$ cat src/rtl/restock_arbiter.sv
// Two-channel restock arbiter: kitchen and refrigerator channels each grant one of two requesters.
// Optional WAIT timeout with req_err pulses is enabled by defining RESTOCK_ARB_TIMEOUT_EN.
//
// state | meaning
// IDLE  | channel free, arbitrating matching requests
// WAIT  | owner latched, waiting for slave ready (or zero-quantity skip / timeout)
// SEND  | one-cycle transfer strobe and ack to owner
module restock_arbiter (
   input  logic        clk,
   input  logic        rst,
   input  logic [1:0]  req_valid,
   input  logic [1:0]  req_dest,
   input  logic [1:0]  req_product,
   input  logic [11:0] req_number,
   output logic [1:0]  req_ack,
   output logic [1:0]  req_err,
   input  logic        ready_kitch,
   input  logic        ready_refri,
   output logic        valid_kitch,
   output logic        valid_refri,
   output logic        product_kitch,
   output logic        product_refri,
   output logic [5:0]  number_kitch,
   output logic [5:0]  number_refri,
   output logic        busy_kitch,
   output logic        busy_refri
);

   typedef enum logic [1:0] {
      IDLE = 2'd0,
      WAIT = 2'd1,
      SEND = 2'd2
   } state_t;

   // Channel index: 0 = kitchen (dest 0), 1 = refrigerator (dest 1)
   state_t      state_q [2];
   state_t      state_d [2];
   logic [1:0]  owner_q, owner_d;
   logic [1:0]  ptr_q, ptr_d;
   logic [1:0]  prod_q, prod_d;
   logic [5:0]  num_q [2];
   logic [5:0]  num_d [2];

   logic [1:0]  ack_q, ack_d;
   logic [1:0]  valid_q, valid_d;
   logic [1:0]  prod_o_q, prod_o_d;
   logic [1:0]  busy_q, busy_d;
   logic [5:0]  num_o_q [2];
   logic [5:0]  num_o_d [2];

`ifdef RESTOCK_ARB_TIMEOUT_EN
   logic [1:0]  err_q, err_d;
   logic [3:0]  cnt_q [2];
   logic [3:0]  cnt_d [2];
`endif

   logic [1:0]  ready;
   logic [1:0]  rel_mask;
   logic [1:0]  match [2];
   logic [1:0]  win;

   assign ready = {ready_refri, ready_kitch};

   function automatic logic [5:0] clamp_num(input logic [5:0] n);
      return (n > 6'd50) ? 6'd50 : n;
   endfunction

   always_comb begin
      // A requester whose ack/err is high this cycle is still presenting its
      // finished request; it must not be granted again.
`ifdef RESTOCK_ARB_TIMEOUT_EN
      rel_mask = ack_q | err_q;
      err_d    = '0;
`else
      rel_mask = ack_q;
`endif
      ack_d    = '0;
      valid_d  = '0;
      prod_o_d = '0;
      owner_d  = owner_q;
      ptr_d    = ptr_q;
      prod_d   = prod_q;
      win      = '0;
      for (int c = 0; c < 2; c++) begin
         state_d[c]  = state_q[c];
         num_d[c]    = num_q[c];
         num_o_d[c]  = '0;
`ifdef RESTOCK_ARB_TIMEOUT_EN
         cnt_d[c]    = cnt_q[c];
`endif
         match[c] = req_valid & ~rel_mask & ((c == 0) ? ~req_dest : req_dest);
         win[c]   = (match[c] == 2'b11) ? ptr_q[c] : match[c][1];

         case (state_q[c])
            IDLE: begin
               if (|match[c]) begin
                  owner_d[c] = win[c];
                  prod_d[c]  = req_product[win[c]];
                  num_d[c]   = clamp_num(win[c] ? req_number[11:6] : req_number[5:0]);
                  state_d[c] = WAIT;
`ifdef RESTOCK_ARB_TIMEOUT_EN
                  cnt_d[c]   = '0;
`endif
               end
            end
            WAIT: begin
               if (num_q[c] == 6'd0) begin
                  state_d[c]         = IDLE;
                  ack_d[owner_q[c]]  = 1'b1;
                  ptr_d[c]           = ~owner_q[c];
               end else if (ready[c]) begin
                  state_d[c]         = SEND;
                  valid_d[c]         = 1'b1;
                  prod_o_d[c]        = prod_q[c];
                  num_o_d[c]         = num_q[c];
                  ack_d[owner_q[c]]  = 1'b1;
               end
`ifdef RESTOCK_ARB_TIMEOUT_EN
               else if (cnt_q[c] == 4'd14) begin
                  state_d[c]         = IDLE;
                  err_d[owner_q[c]]  = 1'b1;
                  ptr_d[c]           = ~owner_q[c];
               end else begin
                  cnt_d[c]           = cnt_q[c] + 4'd1;
               end
`endif
            end
            SEND: begin
               state_d[c] = IDLE;
               ptr_d[c]   = ~owner_q[c];
            end
            default: state_d[c] = IDLE;
         endcase
      end
      busy_d[0] = (state_d[0] != IDLE);
      busy_d[1] = (state_d[1] != IDLE);
   end

   always_ff @(posedge clk or posedge rst) begin
      if (rst) begin
         owner_q  <= '0;
         ptr_q    <= '0;
         prod_q   <= '0;
         ack_q    <= '0;
         valid_q  <= '0;
         prod_o_q <= '0;
         busy_q   <= '0;
         for (int c = 0; c < 2; c++) begin
            state_q[c] <= IDLE;
            num_q[c]   <= '0;
            num_o_q[c] <= '0;
         end
      end else begin
         owner_q  <= owner_d;
         ptr_q    <= ptr_d;
         prod_q   <= prod_d;
         ack_q    <= ack_d;
         valid_q  <= valid_d;
         prod_o_q <= prod_o_d;
         busy_q   <= busy_d;
         for (int c = 0; c < 2; c++) begin
            state_q[c] <= state_d[c];
            num_q[c]   <= num_d[c];
            num_o_q[c] <= num_o_d[c];
         end
      end
   end

`ifdef RESTOCK_ARB_TIMEOUT_EN
   always_ff @(posedge clk or posedge rst) begin
      if (rst) begin
         err_q <= '0;
         for (int c = 0; c < 2; c++) cnt_q[c] <= '0;
      end else begin
         err_q <= err_d;
         for (int c = 0; c < 2; c++) cnt_q[c] <= cnt_d[c];
      end
   end

   assign req_err = err_q;
`else
   assign req_err = 2'b00;
`endif

   assign req_ack       = ack_q;
   assign valid_kitch   = valid_q[0];
   assign valid_refri   = valid_q[1];
   assign product_kitch = prod_o_q[0];
   assign product_refri = prod_o_q[1];
   assign number_kitch  = num_o_q[0];
   assign number_refri  = num_o_q[1];
   assign busy_kitch    = busy_q[0];
   assign busy_refri    = busy_q[1];

endmodule

$ cat config.mk
export PLATFORM = sky130hd
export DESIGN_NAME = restock_arbiter
export DESIGN_NICKNAME = d
export VERILOG_FILES = /design/src/rtl/restock_arbiter.sv
export SDC_FILE = /design/constraint.sdc
export NUM_CORES = 1
export LEC_CHECK = 0
export CAP_MARGIN = 15
export CORE_MARGIN = 1
export CORE_UTILIZATION = 25
export CTS_BUF_LIST = sky130_fd_sc_hd__clkbuf_8
export DETAILED_ROUTE_END_ITERATION = 10
export PLACE_DENSITY_LB_ADDON = 0.08
export SYNTH_ARGS = -nofsm -noshare
export SYNTH_HDL_FRONTEND = slang
export SYNTH_SLANG_ARGS = --single-unit
$ cat constraint.sdc
create_clock -name clk -period 2.3 [get_ports clk]
set_input_delay 0.345 -clock clk [delete_from_list [all_inputs] [get_ports clk]]
set_output_delay 0.345 -clock clk [all_outputs]
set_load 0.03 [all_outputs]
==> results of run 1 <==
layer usage:
| metal | part of all wire (%) | vias up | global-route usage (%) | wire length (um) |
|---|---|---|---|---|
| met1 | 50 | 646 | 15.0 | 1950 |
| met2 | 45 | 33 | 17.2 | 1770 |
| met5 | 0 | - | 0 | 0 |
| met3 | 4.0 | 4 | 2.80 | 156 |
| li1 | - | 661 | - | - |
| met4 | 1.5 | 0 | 4.40 | 59 |
flip-flops by register name, indices dropped and copies added (netlist names):
signal,count
busy_q,2
num_q,12
number_kitch,6
number_refri,6
owner_q,2
prod_o_q,2
prod_q,2
ptr_q,2
req_ack,2
state_q,4
valid_q,2
metrics by stage:
step,power [mW],utilization (%),area [um^2],cells
6_report,2.69,34.8,2520,307
3_5_place_dp,2.24,33.5,2430,299
5_1_grt,2.89,34.8,2520,307
2_1_floorplan,1.87,-,1890,158
4_1_cts,2.74,34.8,2520,307
3_3_place_gp,2.23,33.5,2430,299
worst register-to-register path, delay by kind of cell, from the launching register on:
kind	cells	cell delay (ns)
buffers and inverters	1	0.16
flip-flops	1	0.40
AND/OR/NAND/NOR	1	0.26
multiplexers	1	0.32
AO/OA/AOI/OAI	2	0.50
cells in the mapped netlist:
master	number
sky130_fd_sc_hd__nor3b_2	1
sky130_fd_sc_hd__mux2i_1	12
sky130_fd_sc_hd__o41ai_4	2
sky130_fd_sc_hd__inv_1	4
sky130_fd_sc_hd__buf_6	1
sky130_fd_sc_hd__clkbuf_1	1
sky130_fd_sc_hd__a21boi_1	1
sky130_fd_sc_hd__or4_4	2
sky130_fd_sc_hd__nor3b_1	1
sky130_fd_sc_hd__and3_1	12
sky130_fd_sc_hd__nor3_4	2
sky130_fd_sc_hd__or2_2	2
sky130_fd_sc_hd__o31a_1	2
sky130_fd_sc_hd__mux2_4	2
sky130_fd_sc_hd__dfrtp_1	42
sky130_fd_sc_hd__nand2b_1	4
sky130_fd_sc_hd__and2_1	2
sky130_fd_sc_hd__nand3b_1	2
sky130_fd_sc_hd__buf_2	1
sky130_fd_sc_hd__buf_4	3
sky130_fd_sc_hd__a21oi_1	2
sky130_fd_sc_hd__o21bai_1	1
sky130_fd_sc_hd__o21ai_0	10
sky130_fd_sc_hd__a21o_2	1
sky130_fd_sc_hd__a31oi_1	2
sky130_fd_sc_hd__nand2_1	16
sky130_fd_sc_hd__o22ai_1	2
sky130_fd_sc_hd__nor2b_1	2
sky130_fd_sc_hd__a211oi_1	2
sky130_fd_sc_hd__nor2_1	6
sky130_fd_sc_hd__mux2_2	4
sky130_fd_sc_hd__o31ai_1	8
sky130_fd_sc_hd__conb_1	1
sky130_fd_sc_hd__o21ba_1	1
power by group through the flow:
stage,Sequential [mW],Clock [mW],Combinational (mW)
global route,1.23,0.535,1.12
finish,1.19,0.478,1.03
CTS,1.20,0.502,1.04
floorplan,1.32,0,0.551
detailed placement,1.20,0,1.04
global placement,1.20,0,1.03
path summary, 6_finish.rpt:
kind / end / slack, ns
max: num_q[7]$_DFFE_PP0P_ / 0.42
min: prod_o_q[1]$_DFF_PP0_ / 0.48
max reg2reg: num_q[7]$_DFFE_PP0P_ / 0.54
min reg2reg: prod_o_q[1]$_DFF_PP0_ / 0.48
max in group asynchronous: number_kitch[0]$_DFF_PP0_ / 1.44
min in group asynchronous: prod_o_q[1]$_DFF_PP0_ / 0.49
cell families (layout without fill, tap and decap cells):
kind of cell           after synthesis  after routing  share of synthesized area (%)
other                                1              2                          0.199
muxes                               18             18                           10.4
AOI/OAI and AO/OA                   34             34                           14.1
buffers and inverters               10             60                           3.05
and+or+nand+nor                     52             52                           16.5
DFF                                 42             42                           55.8
cell type report:
type                    instances  area, um^2
clock buffers                   6        82.6
clock inverters                 2        8.76
fillers                       726        4730
inverters                       4        15.0
multi-input cells             106         779
flip-flops and latches         42        1050
well taps                      99         124
repair buffers                 48         463
==> out/metrics.sh, run 1 <==
CRIT_CHAIN='clkdlybuf4s50_1, nor3b_1, a21boi_1, buf_4, mux2_4, o31a_1'
POWER_DENSITY_mW_PER_MM2=1070
GRT_START_MAX_NET_PINS=43
DRTANTENNAVIOLNETS=0
RSZ0062_AT_GRT='no'
NETLIST_TOP_CELLS_AREA='sky130_fd_sc_hd__dfrtp_1 56%, sky130_fd_sc_hd__mux2i_1 6.4%, sky130_fd_sc_hd__and3_1 4.0%, sky130_fd_sc_hd__nand2_1 3.2%, sky130_fd_sc_hd__o31ai_1 3.2%'
DRT_PRE_ANTENNA_ITERS=6
POWER.SWITCHING_FRACTION_PCT=37.0
ROUTE.DETAILED.DRC=0
WORST_CLOCK_SKEW_NS=0.00404
REG2REG_DEPTH=5
ROUTED_WIRELENGTH_UM=3940
SYNTHDOMINANTAREACELLTYPE='sky130_fd_sc_hd__dfrtp_1'
SETUP_TNS_NS=0
STATIC_LEAKAGE_nW=1.13
CTSHTREEMAXLEVEL=2
WORST_HOLD_PATH.NUM_CELLS=1
VIA_PER_INST=4.38
SYNTH_SEQ_CELLS=42
TIMING.HOLD.WS_NS=0.478
FMAX_MHz=531
SEQ_POWER_SHARE_PCT=44.2
MAXCAPVIOLCOUNT=0
POST_SYNTH_INST_COUNT=157
HP-START='prod_q[1]$_DFFE_PP0P_'
CELL_INTERNAL_PWR_mW=1.70
CTS_RESIZED=0
GLOBALROUTEOVERFLOWTOTAL=0
YOSYSTOPAREACELLSHARE_PCT=55.8
WORST_EP_ARRIVAL_TIME_NS=2.06
CRITICAL_PATH_REQUIRED_NS=2.47
POST_SYNTH_NUM_CELL_TYPES=34
TOTAL_GRT_USAGE_PCT=11.2
COMMONEST_CELLS_AFTER_ROUTING_FILL_AND_TAPS_ASIDE='42 x sky130_fd_sc_hd__dfrtp_1, 41 x sky130_fd_sc_hd__clkdlybuf4s50_1, 16 x sky130_fd_sc_hd__nand2_1'
WORST-PATH-MAX-FANOUT=4
SEQUENTIAL_SHARE_OF_THE_SYNTHESIZED_AREA_PCT=55.8
POST_CTS_HOLD_BUFFER_COUNT=0
PRE_CTS_WS_NS=0.105
TIMING.FINAL.MAX_SLEW_VIOLATIONS=0
PWR-SHARE-COMB_PCT=38.1
REPORT.FINAL.HOLD_VIOL_COUNT=0
SYN_AREA_PER_CELL_UM2=12.0
CRITICAL_PATH_SOURCE='req_valid[1]'
GRT_ANTENNA_BEFORE_REPAIR=0
FLOORPLAN.CORE_AREA_MM2=0.00725
ENDPOINT_KIND='flip-flop'
OUTCOME='completed'
TOTAL_NUMBER_OF_VIAS=1344
REG2REG_FROM='req_ack[1]$_DFF_PP0_'
LAYOUT_COMMONEST_CELL='sky130_fd_sc_hd__dfrtp_1'
CTSLONGESTPATHBUFFERS=2
AREA_OVERHEAD_VS_SYNTH_PCT=33.9
TIMING.HOLD.WORST.CLASS='flip-flop to flip-flop'
TIMING.CRITICAL_PATH.MAX_DELAY_FAMILY='buffers and inverters'
POST-DP-HPWL_UM=3010
SETUP_VIOL=0
FLOORPLAN.ROWS=31
TIMING.SLEW.HEADROOM_PCT=63.8
CRITPATHLAUNCHTYPE='primary input'
SYN-CELL-AREA_MM2=0.00188
IOPINCOUNT=44
FP.DIEW_UM=88.8
POSTCTSSETUPBUFFERS=0
CP.DEPTH=6
START_UTIL_PCT=26.0
IO_BUFFERS=41
VIAS_IN_THE_FIRST_GLOBAL_ROUTE=1348
CRIT_BUF_INV=2
TRITONCTS='done'
POWER_FRAC_CLOCK_PCT=17.8
CLK_ROOT_BUFFER_CELL='sky130_fd_sc_hd__clkbuf_8'
CRITPATHKIND='primary input to flip-flop'
N_ANTENNA_CELL=0
TIMING.FINAL.WS_SETUP_NS=0.417
POWER.NET_SWITCHING_uW=996
GP_CONGESTION=0.743
FLOORPLAN.DIE_AREA_MM2=0.00789
PERIOD_SHARE_PCT=81.9
POST_ROUTE_CELLS_DRIVE_ABOVE_1_SHARE_PCT=14.4
DETAIL_ROUTE.ITER0.VIOLATIONS=49
CRITPATHSLOWESTCELL='sky130_fd_sc_hd__clkdlybuf4s50_1'
CLK_TRANSITION_REPORTED_PATHS_NS=0.08
CLKLATENCYLATEPIN_NS=0.29
FINAL.MIN_CLOCK_PERIOD_NS=1.88
GRT_FIRST_PASS_WIRELENGTH_UM=6530
DIE_H_UM=88.8
CTS-BUFFERS-INSERTED=5
WORST-SLEW-PIN-TRANSITION_NS=0.543
CLOCK_TREE_SINKS=42
CRIT_PATH_MAX_INCR_DELAY_NS=0.48
SYNTHESIS.YOSYS.WARNINGS=0
FIN_NETS=229
IRDROPWORSTVDD_mV=0.295
ROUTE.DETAILED.WL_PER_INST_UM=12.8
Note: power is estimated with default switching activity, not from simulation.
==> run 2, diff against run 1 <==
==> constraint.sdc (replaced) <==
create_clock -name clk -period 1.85 [get_ports clk]
set_input_delay 0.2775 -clock clk [delete_from_list [all_inputs] [get_ports clk]]
set_output_delay 0.2775 -clock clk [all_outputs]
set_load 0.03 [all_outputs]
==> run 2 against run 1 <==
Against the previous run: sequential share of layout area fell by 0.39 points; via count rose by 0.15%; utilization rose by 0.33 points; critical path depth did not move; cell count rose by 0.65%; register-to-register slack got worse by 0.41 ns; clock-buffer cell count did not move; total power rose by 25%; setup slack got worse by 0.32 ns; clock skew rose by 0.0042 ns; flip-flop and latch count did not move; clock power rose by 25%; highest routed layer unchanged.
==> out/metrics.sh, run 2 (synthesis results as in run 1) <==
LAYOUT_COMMONEST_CELL='sky130_fd_sc_hd__dfrtp_1'
TIMING.FINAL.WS_SETUP_NS=0.0969
CRITPATHKIND='primary input to flip-flop'
CLOCK_TREE_SINKS=42
CRITICAL_PATH_REQUIRED_NS=2.03
IRDROPWORSTVDD_mV=0.391
POWER.SWITCHING_FRACTION_PCT=37.1
CRITPATHLAUNCHTYPE='primary input'
DIE_H_UM=88.8
TIMING.SLEW.HEADROOM_PCT=64.6
WORST_CLOCK_SKEW_NS=0.00827
CLKLATENCYLATEPIN_NS=0.29
IO_BUFFERS=41
TRITONCTS='done'
MAXCAPVIOLCOUNT=0
CRIT_CHAIN='clkdlybuf4s50_1, nor3b_2, a21boi_2, buf_4, mux2_4, o31a_1'
ROUTED_WIRELENGTH_UM=4060
COMMONEST_CELLS_AFTER_ROUTING_FILL_AND_TAPS_ASIDE='42 x sky130_fd_sc_hd__dfrtp_1, 41 x sky130_fd_sc_hd__clkdlybuf4s50_1, 16 x sky130_fd_sc_hd__nand2_1'
GP_CONGESTION=0.762
POWER_FRAC_CLOCK_PCT=17.8
TIMING.HOLD.WORST.CLASS='primary input to async pin'
TIMING.HOLD.WS_NS=0.413
TOTAL_NUMBER_OF_VIAS=1346
AREA_OVERHEAD_VS_SYNTH_PCT=35.2
TIMING.FINAL.MAX_SLEW_VIOLATIONS=0
FINAL.MIN_CLOCK_PERIOD_NS=1.75
CLK_ROOT_BUFFER_CELL='sky130_fd_sc_hd__clkbuf_8'
WORST-PATH-MAX-FANOUT=4
TOTAL_GRT_USAGE_PCT=11.5
PWR-SHARE-COMB_PCT=38.3
DETAIL_ROUTE.ITER0.VIOLATIONS=32
N_ANTENNA_CELL=0
LARGEST_REGISTER_FFS=12
SEQ_POWER_SHARE_PCT=43.9
NUMBER_OF_CELLS_AFTER_DETAILED_PLACEMENT=301
TIMING.CRITICAL_PATH.MAX_DELAY_FAMILY='buffers and inverters'
SETUP_VIOL=0
CTSLONGESTPATHBUFFERS=2
POWER_mW=3.37
CTSHTREEMAXLEVEL=2
GRT_FIRST_PASS_WIRELENGTH_UM=6740
PLACEMENT.CELL_AREA_MM2=0.00245
PRE_CTS_WS_NS=-0.301
FINISH.INSTANCE_AREA_MM2=0.00255
START_UTIL_PCT=26.0
VIA_PER_INST=4.36
POST_ROUTE_CELLS_DRIVE_ABOVE_1_SHARE_PCT=16.2
STATIC_LEAKAGE_nW=1.14
GRT_START_MAX_NET_PINS=43
ENDPOINT_KIND='flip-flop'
REGMOSTFLOPS='num_q'
RSZ0062_AT_GRT='no'
POWER.NET_SWITCHING_mW=1.25
FLOORPLAN.ROWS=31
WORST-SLEW-PIN-TRANSITION_NS=0.531
CTS-BUFFERS-INSERTED=5
ROUTE.DETAILED.DRC=0
CRIT_PATH_MAX_INCR_DELAY_NS=0.47
CELL_INTERNAL_PWR_mW=2.12
CLK_TRANSITION_REPORTED_PATHS_NS=0.08
FINALNONFILLERCELLS=309
DRTANTENNAVIOLNETS=0
FLOORPLAN.CORE_AREA_MM2=0.00725
FMAX_MHz=570
IOPINCOUNT=44
POWER_DENSITY_mW_PER_MM2=1320
ROUTE.DETAILED.WL_PER_INST_UM=13.1
OUTCOME='completed'
DRT_PRE_ANTENNA_ITERS=4
FLOORPLAN.DIE_AREA_MM2=0.00789
POST_CTS_HOLD_BUFFER_COUNT=0
REPORT.FINAL.HOLD_VIOL_COUNT=0
VIAS_IN_THE_FIRST_GLOBAL_ROUTE=1412
GLOBALROUTEOVERFLOWTOTAL=0
FP.DIEW_UM=88.8
FILLCELLCOUNT=742
POST-DP-HPWL_UM=3030
CP.DEPTH=6
CRIT_BUF_INV=2
REG2REG_DEPTH=5
SETUP_TNS_NS=0
FINISH.UTILIZATION_PCT=35.1
WORST_EP_ARRIVAL_TIME_NS=1.94
GRT_ANTENNA_BEFORE_REPAIR=0
CRITPATHSLOWESTCELL='sky130_fd_sc_hd__clkdlybuf4s50_1'
FIN_NETS=231
PERIOD_SHARE_PCT=94.8
-- run 2: changes by cell type in the layout (fill, tap and decap cells not counted), sizes merged --
cell and delta:
buf +2
-- run 2: worst paths after layout --
path / startpoint / to / slack (ns)
hold reg to reg: prod_q[0]$_DFFE_PP0P_ / prod_o_q[0]$_DFF_PP0_ / 0.48
min in group clk: prod_q[0]$_DFFE_PP0P_ / prod_o_q[0]$_DFF_PP0_ / 0.48
setup / recovery: req_valid[1] / num_q[7]$_DFFE_PP0P_ / 0.1
hold / removal: rst / prod_o_q[1]$_DFF_PP0_ / 0.41
setup reg to reg: req_ack[1]$_DFF_PP0_ / num_q[7]$_DFFE_PP0P_ / 0.13
max in group asynchronous: rst / num_q[1]$_DFFE_PP0P_ / 1.07
-- run 2: what timing repair did --
action,CTS,global route
gates resized for setup,0,2
endpoints found under the setup margin,0,4
setup buffers,0,0
-- run 2: metal layers --
layer  track usage, %  up-vias  wire length (um)
met5                0        -                 0
met4             3.96        0                74
met3             2.89        6               175
met2             18.3       33              1860
met1             15.2      648              1950
li1                 -      659                 -
-- run 2: cell type report --
class	count	area [um^2]	area share [%]
sequential	42	1050	41.3
multi-input combinational	106	788	30.9
timing repair buffer	50	478	18.8
tap	99	124	4.86
clock buffer	6	82.6	3.24
inverter	4	15.0	0.589
clock inverter	2	8.76	0.344
-- run 2: worst min-delay path, stage by stage --
cell,delay [ns]
sky130_fd_sc_hd__clkdlybuf4s50_1,0.40
sky130_fd_sc_hd__inv_1,0.05
sky130_fd_sc_hd__buf_4,0.44
-- run 2: power groups by stage --
stage / Combinational (mW) / Sequential, mW / Clock [mW]
final: 1.29 / 1.48 / 0.599
after floorplan: 0.685 / 1.64 / 0
after CTS: 1.31 / 1.49 / 0.632
after global placement: 1.30 / 1.50 / 0
after detailed placement: 1.31 / 1.50 / 0
after global routing: 1.42 / 1.53 / 0.667
==> run 3, diff against run 2 <==
--- a/config.mk
+++ b/config.mk
@@ -10,6 +10,7 @@
 export CORE_UTILIZATION = 25
 export CTS_BUF_LIST = sky130_fd_sc_hd__clkbuf_8
 export DETAILED_ROUTE_END_ITERATION = 10
+export MAX_ROUTING_LAYER = met4
 export PLACE_DENSITY_LB_ADDON = 0.08
 export SYNTH_ARGS = -nofsm -noshare
 export SYNTH_HDL_FRONTEND = slang
==> run 3 against run 2 <==
Against the previous run: cell area stayed put; sequential share of layout area did not move; hold slack improved by 0.00063 ns; critical path type unchanged; total power barely moved; setup slack worse by 0.00096 ns; clock power about the same; largest power group unchanged.
==> out/metrics.sh, run 3 (synthesis results as in run 1) <==
RSZ0062_AT_GRT='no'
CRITICAL_PATH_REQUIRED_NS=2.03
REGTOREGENDPOINT='num_q[7]$_DFFE_PP0P_'
LAYOUT_COMMONEST_CELL='sky130_fd_sc_hd__dfrtp_1'
POST-DP-HPWL_UM=3030
TIMING.SLEW.HEADROOM_PCT=64.6
MAXCAPVIOLCOUNT=0
CRIT_BUF_INV=2
STATIC_LEAKAGE_nW=1.14
WORST-SLEW-PIN-TRANSITION_NS=0.531
CLK_ROOT_BUFFER_CELL='sky130_fd_sc_hd__clkbuf_8'
CRITPATHKIND='primary input to flip-flop'
PERIOD_SHARE_PCT=94.8
GRT_ANTENNA_BEFORE_REPAIR=0
POST_CTS_HOLD_BUFFER_COUNT=0
IO_BUFFERS=41
AREA_OVERHEAD_VS_SYNTH_PCT=35.2
FIN_NETS=231
GRT_START_MAX_NET_PINS=43
CLKLATENCYLATEPIN_NS=0.29
TIMING.FINAL.MAX_SLEW_VIOLATIONS=0
FINAL.MIN_CLOCK_PERIOD_NS=1.75
ENDPOINT_KIND='flip-flop'
GLOBALROUTEOVERFLOWTOTAL=0
REG2REG_FROM='req_ack[1]$_DFF_PP0_'
CRITPATHSLOWESTCELL='sky130_fd_sc_hd__clkdlybuf4s50_1'
POWER_DENSITY_mW_PER_MM2=1320
POWER_mW=3.37
CP.DEPTH=6
CTS-BUFFERS-INSERTED=5
DRTANTENNAVIOLNETS=0
CLK_TRANSITION_REPORTED_PATHS_NS=0.08
FP.DIEW_UM=88.8
REG2REG_DEPTH=5
TOTAL_GRT_USAGE_PCT=11.8
VIAS_IN_THE_FIRST_GLOBAL_ROUTE=1413
LARGEST_REGISTER_FFS=12
DRT_PRE_ANTENNA_ITERS=4
TIMING.CRITICAL_PATH.TO='num_q[7]$_DFFE_PP0P_'
ROUTE.DETAILED.DRC=0
TIMING.CRITICAL_PATH.MAX_DELAY_FAMILY='buffers and inverters'
TOTAL_NUMBER_OF_VIAS=1347
REGMOSTFLOPS='num_q'
DIE_H_UM=88.8
N_ANTENNA_CELL=0
COMMONEST_CELLS_AFTER_ROUTING_FILL_AND_TAPS_ASIDE='42 x sky130_fd_sc_hd__dfrtp_1, 41 x sky130_fd_sc_hd__clkdlybuf4s50_1, 16 x sky130_fd_sc_hd__nand2_1'
CTSHTREEMAXLEVEL=2
VIA_PER_INST=4.36
WORST-PATH-MAX-FANOUT=4
FLOORPLAN.ROWS=31
POST_ROUTE_CELLS_DRIVE_ABOVE_1_SHARE_PCT=16.2
CRIT_PATH_MAX_INCR_DELAY_NS=0.47
FINISH.UTILIZATION_PCT=35.1
CLOCK_TREE_SINKS=42
POSTCTSSETUPBUFFERS=0
CRIT_CHAIN='clkdlybuf4s50_1, nor3b_2, a21boi_2, buf_4, mux2_4, o31a_1'
TIMING.HOLD.WORST.CLASS='primary input to async pin'
WORST_EP_ARRIVAL_TIME_NS=1.94
CRITICAL_PATH_SOURCE='req_valid[1]'
FLOORPLAN.DIE_AREA_MM2=0.00789
SETUP_VIOL=0
GP_CONGESTION=0.772
CRITPATHLAUNCHTYPE='primary input'
SETUP_TNS_NS=0
FMAX_MHz=570
ROUTE.DETAILED.WL_PER_INST_UM=13.1
IOPINCOUNT=44
GRT_FIRST_PASS_WIRELENGTH_UM=6730
TRITONCTS='done'
ROUTED_WIRELENGTH_UM=4060
FLOORPLAN.CORE_AREA_MM2=0.00725
REPORT.FINAL.HOLD_VIOL_COUNT=0
CTSLONGESTPATHBUFFERS=2
START_UTIL_PCT=26.0
DETAIL_ROUTE.ITER0.VIOLATIONS=30
WORST_CLOCK_SKEW_NS=0.00826
OUTCOME='completed'
IRDROPWORSTVDD_mV=0.391
TIMING.REG2REG.SETUP_SLACK_NS=0.13
## run 3: cell counts in the layout (fill, tap and decap cells not counted)
Identical to the previous run, type by type.
## run 3: report_power, final
group,switching [mW],internal (mW),leakage (nW)
clock network,0.303,0.296,0.0524
logic,0.690,0.603,0.548
registers,0.258,1.22,0.540
total,1.25,2.12,1.14
## run 3: worst min-delay path, delay by kind of cell
kind                   cells  cell delay [ns]
buffers and inverters      3             0.89
## run 3: per-layer routing
| metal | track usage (%) | vias up | share of wire (%) |
|---|---|---|---|
| met5 | - | - | 0 |
| met4 | 3.96 | 0 | 1.7 |
| met3 | 2.89 | 6 | 4.5 |
| met2 | 18.3 | 33 | 46 |
| met1 | 15.2 | 649 | 48 |
| li1 | - | 659 | - |
## run 3: final cells by class
type | count | area [um^2]
clock inverters | 2 | 8.76
fillers | 742 | 4710
clock buffers | 6 | 82.6
flip-flops and latches | 42 | 1050
well taps | 99 | 124
inverters | 4 | 15.0
multi-input cells | 106 | 788
repair buffers | 50 | 478
## run 3: per-stage QoR
stage | cells | hold WS [ns] | setup slack (ns) | instance area, um^2
finish | 309 | 0.414 | 0.0959 | 2550
global route | 309 | 0.490 | 0.0123 | 2550
CTS | 309 | 0.437 | 0.00562 | 2540
detailed placement | 301 | 0.469 | -0.301 | 2450
global placement | 301 | 0.471 | -0.258 | 2450
floorplan | 158 | 0.374 | 0.0433 | 1890
## run 3: how the worst min path moves through the flow
stage	startpoint	end	slack, ns	depth (start not counted)
2_1_floorplan	ready_refri	state_q[0]$_DFF_PP0_	0.37	1
3_3_place_gp	prod_q[1]$_DFFE_PP0P_	prod_q[1]$_DFFE_PP0P_	0.47	2
3_5_place_dp	prod_q[0]$_DFFE_PP0P_	prod_o_q[0]$_DFF_PP0_	0.47	1
4_1_cts	rst	busy_q[1]$_DFF_PP0_	0.44	3
5_1_grt	rst	prod_o_q[1]$_DFF_PP0_	0.49	3
6_report	rst	prod_o_q[1]$_DFF_PP0_	0.41	3
## run 3: what timing repair did
action / 4_1_cts / 5_1_grt
resized for setup: 0 / 2
endpoints found under the hold margin: 0 / 0
setup endpoints to repair: 0 / 4
